--- config.mk ---
export PLATFORM = sky130hd
export DESIGN_NAME = prog_clock_divider
export DESIGN_NICKNAME = d
export VERILOG_FILES = /design/src/rtl/dvfs_pkg.sv /design/src/rtl/pcd_req_slot.sv /design/src/rtl/prog_clock_divider.sv
export SDC_FILE = /design/constraint.sdc
export NUM_CORES = 1
export LEC_CHECK = 0
export ABC_AREA = 1
export CAP_MARGIN = 20
export CORE_MARGIN = 5
export CORE_UTILIZATION = 33
export DETAILED_ROUTE_END_ITERATION = 8
export PLACE_DENSITY = 0.63
export SLEW_MARGIN = 25
export SYNTH_ARGS = -nofsm -noshare
export SYNTH_HDL_FRONTEND = slang
export SYNTH_SLANG_ARGS = --single-unit
--- constraint.sdc ---
create_clock -name clk_in -period 3.6 [get_ports clk_in]
set_clock_uncertainty 0.05 [all_clocks]
set_input_delay 0.54 -clock clk_in [delete_from_list [all_inputs] [get_ports clk_in]]
set_output_delay 0.54 -clock clk_in [all_outputs]
set_load 0.01 [all_outputs]
--- src/rtl/dvfs_pkg.sv ---
// Shared constants and types for the DVFS programmable clock divider.
// Level constants are half-period-minus-one values (ratio = 2*(half+1)).
package dvfs_pkg;

   localparam int HALF_W_DEF = 4;

   localparam int HALF_DIV2  = 0;
   localparam int HALF_DIV4  = 1;
   localparam int HALF_DIV8  = 3;
   localparam int HALF_DIV16 = 7;

   // Bit 0 is the clk_out level, so the output is taken straight from a flop.
   typedef enum logic [1:0] {
      ST_LOW  = 2'b00,
      ST_HIGH = 2'b01,
      ST_PARK = 2'b10
   } pcd_state_e;

endpackage

--- src/rtl/pcd_req_slot.sv ---
// One-entry holding register for ratio-change requests.
// Accepts when empty, releases its entry when the divider applies it.
module pcd_req_slot
   import dvfs_pkg::*;
#(
   parameter int HALF_W = HALF_W_DEF
)(
   input  logic              clk_in,
   input  logic              rst,
   input  logic              req_valid,
   input  logic [HALF_W-1:0] req_half,
   output logic              req_ready,
   input  logic              clear,
   output logic [HALF_W-1:0] pend_half,
   output logic              pending
);

   logic              r_pending;
   logic [HALF_W-1:0] r_pend_half;
   logic              w_accept;

   // Accept and clear are mutually exclusive: one needs the slot empty, the other full.
   assign w_accept = req_valid && !r_pending;

   always_ff @(posedge clk_in or posedge rst) begin
      if (rst) begin
         r_pending   <= 1'b0;
         r_pend_half <= '0;
      end else begin
         if (w_accept) begin
            r_pending   <= 1'b1;
            r_pend_half <= req_half;
         end else if (clear) begin
            r_pending   <= 1'b0;
         end
      end
   end

   assign req_ready = !r_pending;
   assign pend_half = r_pend_half;
   assign pending   = r_pending;

endmodule

--- src/rtl/prog_clock_divider.sv ---
// Runtime-programmable even-ratio clock divider with glitch-free ratio changes
// at period boundaries, enable/park control, rise tick and apply pulse.
module prog_clock_divider
   import dvfs_pkg::*;
#(
   parameter int HALF_W   = HALF_W_DEF,
   parameter int HALF_RST = HALF_DIV2
)(
   input  logic              clk_in,
   input  logic              rst,
   input  logic              en,
   input  logic              req_valid,
   input  logic [HALF_W-1:0] req_half,
   output logic              req_ready,
   output logic              clk_out,
   output logic              tick,
   output logic              cfg_done,
   output logic [HALF_W-1:0] cur_half
);

   localparam logic [HALF_W-1:0] L_HALF_RST = HALF_W'(HALF_RST);

   pcd_state_e        r_state;
   pcd_state_e        w_state_next;
   logic [HALF_W-1:0] r_cnt;
   logic [HALF_W-1:0] w_cnt_next;
   logic [HALF_W-1:0] r_half_cur;
   logic [HALF_W-1:0] w_half_next;
   logic              r_tick;
   logic              w_tick_next;
   logic              r_cfg_done;
   logic              w_cfg_done_next;
   logic [HALF_W-1:0] w_pend_half;
   logic              w_pending;
   logic              w_boundary;
   logic              w_apply;

   pcd_req_slot #(
      .HALF_W    (HALF_W)
   ) u_req_slot (
      .clk_in    (clk_in),
      .rst       (rst),
      .req_valid (req_valid),
      .req_half  (req_half),
      .req_ready (req_ready),
      .clear     (w_apply),
      .pend_half (w_pend_half),
      .pending   (w_pending)
   );

   // Boundary is the last low cycle; while parked it stays true every cycle.
   assign w_boundary = (r_cnt == r_half_cur) && (r_state != ST_HIGH);
   assign w_apply    = w_boundary && w_pending;

   always_ff @(posedge clk_in or posedge rst) begin
      if (rst) begin
         r_state    <= ST_LOW;
         r_cnt      <= '0;
         r_half_cur <= L_HALF_RST;
         r_tick     <= 1'b0;
         r_cfg_done <= 1'b0;
      end else begin
         r_state    <= w_state_next;
         r_cnt      <= w_cnt_next;
         r_half_cur <= w_half_next;
         r_tick     <= w_tick_next;
         r_cfg_done <= w_cfg_done_next;
      end
   end

   always_comb begin
      w_state_next    = r_state;
      w_cnt_next      = r_cnt + 1'b1;
      w_half_next     = r_half_cur;
      w_tick_next     = 1'b0;
      w_cfg_done_next = 1'b0;

      if (w_apply) begin
         w_half_next     = w_pend_half;
         w_cfg_done_next = 1'b1;
      end

      case (r_state)
         ST_HIGH: begin
            if (r_cnt == r_half_cur) begin
               w_state_next = ST_LOW;
               w_cnt_next   = '0;
            end
         end
         ST_LOW, ST_PARK: begin
            if (w_boundary) begin
               if (en) begin
                  w_state_next = ST_HIGH;
                  w_cnt_next   = '0;
                  w_tick_next  = 1'b1;
               end else begin
                  // Keep cnt pinned to the (possibly new) half so the park holds.
                  w_state_next = ST_PARK;
                  w_cnt_next   = w_half_next;
               end
            end
         end
         default: begin
            w_state_next = ST_LOW;
            w_cnt_next   = '0;
         end
      endcase
   end

   always_comb begin
      clk_out  = r_state[0];
      tick     = r_tick;
      cfg_done = r_cfg_done;
      cur_half = r_half_cur;
   end

endmodule

Word level (Yosys, flattened, before mapping)

Cells that the tools add are included.

Register bits: 17
Latch bits: 0
RAM bits: 0
ROM bits: 0
Bits of input ports: 8
Output and inout bits: 8
Memories kept: 0

Add/subtract/negate cells: 1
Multiply operators: 0
Div/mod/pow operators: 0
Order comparisons: 0
Equality and inequality tests: 6
Shifts and indexed selects: 0
Multiplexer cells: 15
Bitwise gates (word level): 0
Reduce and logical (&&, ||, !) cells: 8

Operators by type and width:

| kind                                                                    | number |
|---|---|
| 4-bit 2-to-1 mux                                                        | 4 |
| 4-bit case mux with 2 select lines                                      | 1 |
| 1-bit 2-to-1 mux                                                        | 6 |
| 2-bit 2-to-1 mux                                                        | 3 |
| 4-bit by 1-bit adder with 4-bit output, second input constant           | 1 |
| 4-bit equality test                                                     | 1 |
| 2-bit inequality test, second input constant                            | 2 |
| 2-bit case mux with 2 select lines                                      | 1 |
| 1-bit logical AND                                                       | 3 |
| 2-bit by 1-bit equality test with 1-bit output, second input constant   | 1 |
| 2-bit equality test, second input constant                              | 1 |
| 2-bit zero test                                                         | 1 |
| 2-bit by 1-bit inequality test with 1-bit output, second input constant | 1 |
| 2-bit AND reduction                                                     | 1 |
| 2-bit nonzero test                                                      | 1 |
| 2-bit OR reduction                                                      | 1 |
| 1-bit zero test                                                         | 1 |

Logic depth before layout (Yosys ltp)

Depth in word-level cells: 7
Mapped depth: 11

By module

A second synthesis with hierarchy kept.

Cell total of the unflattened synthesis: 120
Area, all modules: 925.9 sq um

Modules (own cells, without submodules):

| module             | times used | cells each | area each (sq um) |
|---|---|---|---|
| prog_clock_divider | 1          | 99         | 732.0 |
| pcd_req_slot       | 1          | 21         | 193.9 |

Worst setup path after synthesis

Ideal clock, no wire load.

Path type: reg-to-reg
Start point: register r_half_cur[1], in the netlist cur_half[1]
End point: register r_cnt[2]
Library setup time: 0.117 ns
Data arrival time: 1.225 ns
Data required time: 3.433 ns
Path slack: 2.208 ns
Cell stages (with the launch flop): 12
Clock period less this slack: 1.392 ns
Path through: dfrtp_1 inv_1 nand2_1 nand2_1 nor2_4 nand2_4 nor2_8 nand3_1 nand3_1 nand2_1 nand2_1 nand2_1

Longest elaborated chain between the ends: 7

RTL lines:

| item                                   | line                                               | source |
|---|---|---|
| start, declared                        | prog_clock_divider.sv:27                           | `logic [HALF_W-1:0] r_half_cur;` |
| start signal, assigned                 | prog_clock_divider.sv:65                           | `r_half_cur <= w_half_next;` |
| 4-bit equality test (*)                | prog_clock_divider.sv:52, prog_clock_divider.sv:85 |  |
| 1-bit logical AND                      | prog_clock_divider.sv:52                           | `assign w_boundary = (r_cnt == r_half_cur) && (r_state != ST_HIGH);` |
| 1-bit logical AND                      | prog_clock_divider.sv:53                           | `assign w_apply = w_boundary && w_pending;` |
| 4-bit 2-to-1 mux                       | prog_clock_divider.sv:78                           | `if (w_apply) begin` |
| 4-bit 2-to-1 mux                       | prog_clock_divider.sv:92                           | `if (en) begin` |
| 4-bit 2-to-1 mux                       | prog_clock_divider.sv:91                           | `if (w_boundary) begin` |
| 4-bit case mux with 2 select lines (*) | prog_clock_divider.sv:83                           | `case (r_state)` |
| via w_cnt_next[2]                      | prog_clock_divider.sv:26                           | `logic [HALF_W-1:0] w_cnt_next;` |
| end signal, assigned                   | prog_clock_divider.sv:64                           | `r_cnt <= w_cnt_next;` |
| end, declared                          | prog_clock_divider.sv:25                           | `logic [HALF_W-1:0] r_cnt;` |

Mark *: on every way through the listed nets, which the timed path passes. The rest lies on a longest branch.
A chain may end at the register's enable or synchronous reset.

Worst setup path in the final report

Start point: register u_req_slot.r_pending, in the netlist u_req_slot.pending
End point: output port req_ready

Longest elaborated chain between the ends: 1

RTL lines:

| item                   | line                     | source |
|---|---|---|
| start, declared        | pcd_req_slot.sv:18       | `logic r_pending;` |
| start signal, assigned | pcd_req_slot.sv:27       | `r_pending <= 1'b0;` |
| start signal, assigned | pcd_req_slot.sv:31       | `r_pending <= 1'b1;` |
| start signal, assigned | pcd_req_slot.sv:34       | `r_pending <= 1'b0;` |
| 1-bit zero test        | pcd_req_slot.sv:39       | `assign req_ready = !r_pending;` |
| end, declared          | prog_clock_divider.sv:14 | `output logic req_ready,` |

No other way between the ends.

==> out/qor.yml <==
outcome: "finished, final reports clean"
grt-ovfl-total: 0
timing.final.crit_share_pct: 54.9
avgSynthCellArea_um2: 7.95
cp.arrival_ns: 1.38
n_antenna_cell: 0
viasPerCell: 4.48
fin_crit_ns: 1.97
synthCells: 112
grt_antenna_before_repair: 0
cp_max_fo: 6
cts_root_buffer: "clkbuf_4"
startpoint_type: "flop"
wirelength_um: 1680
syn_area_um2: 891
drtPass1Iterations: 4
ctsLongestPathBuffers: 2
synth_nets: 121
cts.sinks: 17
critPathSlowestCell: "clkdlybuf4s50_1"
pre_cts_ws_ns: 1.95
holdBufCountCts: 0
peakVddDrop_mv: 0.348
syn2layout_area_growth_pct: 24.0
grt_pass1_vias: 652
clock_latency_ns: 0.29
synth-xor-area-share_pct: 1.97
min_path_type: "reg -> reg"
path_buf_inv: 2
dieArea_um2: 3840
grtUsageTotal_pct: 10.3
setup_violations: 0
crit_path_end: "req_ready"
top_level_ports: 16
setup_slack_ns: 1.63
wl_per_cell_um: 10.5
grt_max_degree: 18
crit_required_ns: 3.01
htreeDepth: 1
hold_depth: 2
slew_headroom_pct: 57.3
cp_top_family: "buffers and inverters"
layout-drive-gt1-share_pct: 9.92
coreArea_um2: 2520
antenna_left: 0
r2r-start: "r_cnt[0]"
dr_total_vias: 721
slowest_delay_ns: 0.54
synth_top_family_by_area: "simple AND/OR/NAND/NOR gates"
chipHeight_um: 62.0
slew_violations: 0
dp_hpwl_um: 1310
drt_iter0_drc: 15
fp-row-count: 18
post-route-util_pct: 43.8
r2r_slack_ns: 2.04
crit_start: "u_req_slot.pending"
synth-seq-cells: 17
total_power_mw: 0.932
critPathKind: "reg -> out"
ys_warn_count: 0
hold_violations: 0
rsz0062_at_grt: "false"
dp_cells: 157
cp_cell_sequence: "inv_1, clkdlybuf4s50_1"
drc: 0
cts_resized: 0
yosysUniqueCellTypes: 20
cts_buffers: 3
routabilityCongestion: 0.804
regToRegEndpoint: "r_cnt[3]"
power_leakage_nw: 0.577
cp_num_cells: 2
synth-adder-area-share_pct: 1.40
synth_compound_area_share_pct: 4.78
clk_pin_slew_ns: 0.10
drv_cap: 0
p_per_area_nw_per_um2: 844
finalNetCount: 141
initial_core_util_pct: 35.3
cts_setup_buffers: 0
final_cells: 161
cts_tree: "built"
r2r_cells: 11
worstSetupEndpointType: "primary output"
synth.yosys.seq_area_share_pct: 47.8
portBuffers: 15
synth-simple-area-share_pct: 35.7
final_common_cell: "nand2_1"
die_w_um: 62.0
final_cell_mix: "32 x nand2_1, 17 x inv_1, 17 x dfrtp_1, 15 x clkdlybuf4s50_1, 10 x nor2_1"
grt_pass1_wl_um: 2790
max_freq_ghz: 0.506
synthMuxAreaShare_pct: 0
worstMarginPinSlew_ns: 0.640
setup_tns_ns: 0
## how the worst min path moves through the flow
| stage | from | to | slack (ns) |
|---|---|---|---|
| 2_1_floorplan | rst | cfg_done | 0.42 |
| 3_3_place_gp | u_req_slot.pend_half[2] | u_req_slot.pend_half[2] | 0.45 |
| 3_5_place_dp | u_req_slot.pend_half[3] | u_req_slot.pend_half[3] | 0.46 |
| 4_1_cts | u_req_slot.pend_half[3] | u_req_slot.pend_half[3] | 0.48 |
| 5_1_grt | r_state[1] | r_state[1] | 0.50 |
| 6_report | u_req_slot.pend_half[3] | u_req_slot.pend_half[3] | 0.48 |
## worst reg2reg max path: cells and delay by family (launching register included)
| kind | cells | cell delay (ns) |
|---|---|---|
| simple gates | 10 | 0.88 |
| flops | 1 | 0.46 |
| buf+inv | 1 | 0.06 |
## where the power goes
part | internal, mW | switching (mW)
clock | 0.0431 | 0.0596
sequential | 0.275 | 0.0639
combinational | 0.211 | 0.280
total | 0.529 | 0.403
## sequential cells by signal (all words and copies together) (netlist names)
register	flops
cfg_done	1
cur_half	4
u_req_slot.pend_half	4
tick	1
u_req_slot.pending	1
r_cnt	4
r_state	2
## cell type report
class                   count  area [um2]
repair buffers             15         150
multi-input cells          75         390
fillers                   263        1420
clock buffers               4        26.3
well taps                  30        37.5
inverters                  20        75.1
flip-flops and latches     17         425
## layer usage
metal,part of all wire (%),GRT usage [%],vias up
met1,49,13.6,318
met5,0,0,-
met2,45,15.1,17
li1,-,-,381
met4,2.7,7.27,0
met3,3.1,1.86,5
## cells by family after synthesis
group,after synthesis
flip-flops,17
buffers and inverters,20
AND/OR/NAND/NOR,64
XOR/XNOR,2
adder cells (fa/ha/maj),1
AO/OA/AOI/OAI,8
## through the flow
step | area (um2) | hold slack (ns)
3_3_place_gp | 1080 | 0.450
5_1_grt | 1100 | 0.503
2_1_floorplan | 891 | 0.416
3_5_place_dp | 1080 | 0.462
4_1_cts | 1100 | 0.480
6_report | 1100 | 0.476
## synthesized netlist by cell type, drive strengths merged
master | instances | share of area [%]
nand2 | 35 | 16
a211oi | 1 | 0.84
dfrtp | 17 | 48
nor3 | 1 | 0.56
xnor2 | 1 | 0.98
inv | 20 | 8.4
and2 | 4 | 2.8
nand4 | 1 | 1.4
or2 | 1 | 0.70
nand3 | 9 | 5.1
ha | 1 | 1.4
o21ai | 1 | 0.56
a21oi | 6 | 3.4
nor2 | 13 | 9.0
xor2 | 1 | 0.98
Note: power is estimated with default switching activity, not from simulation.
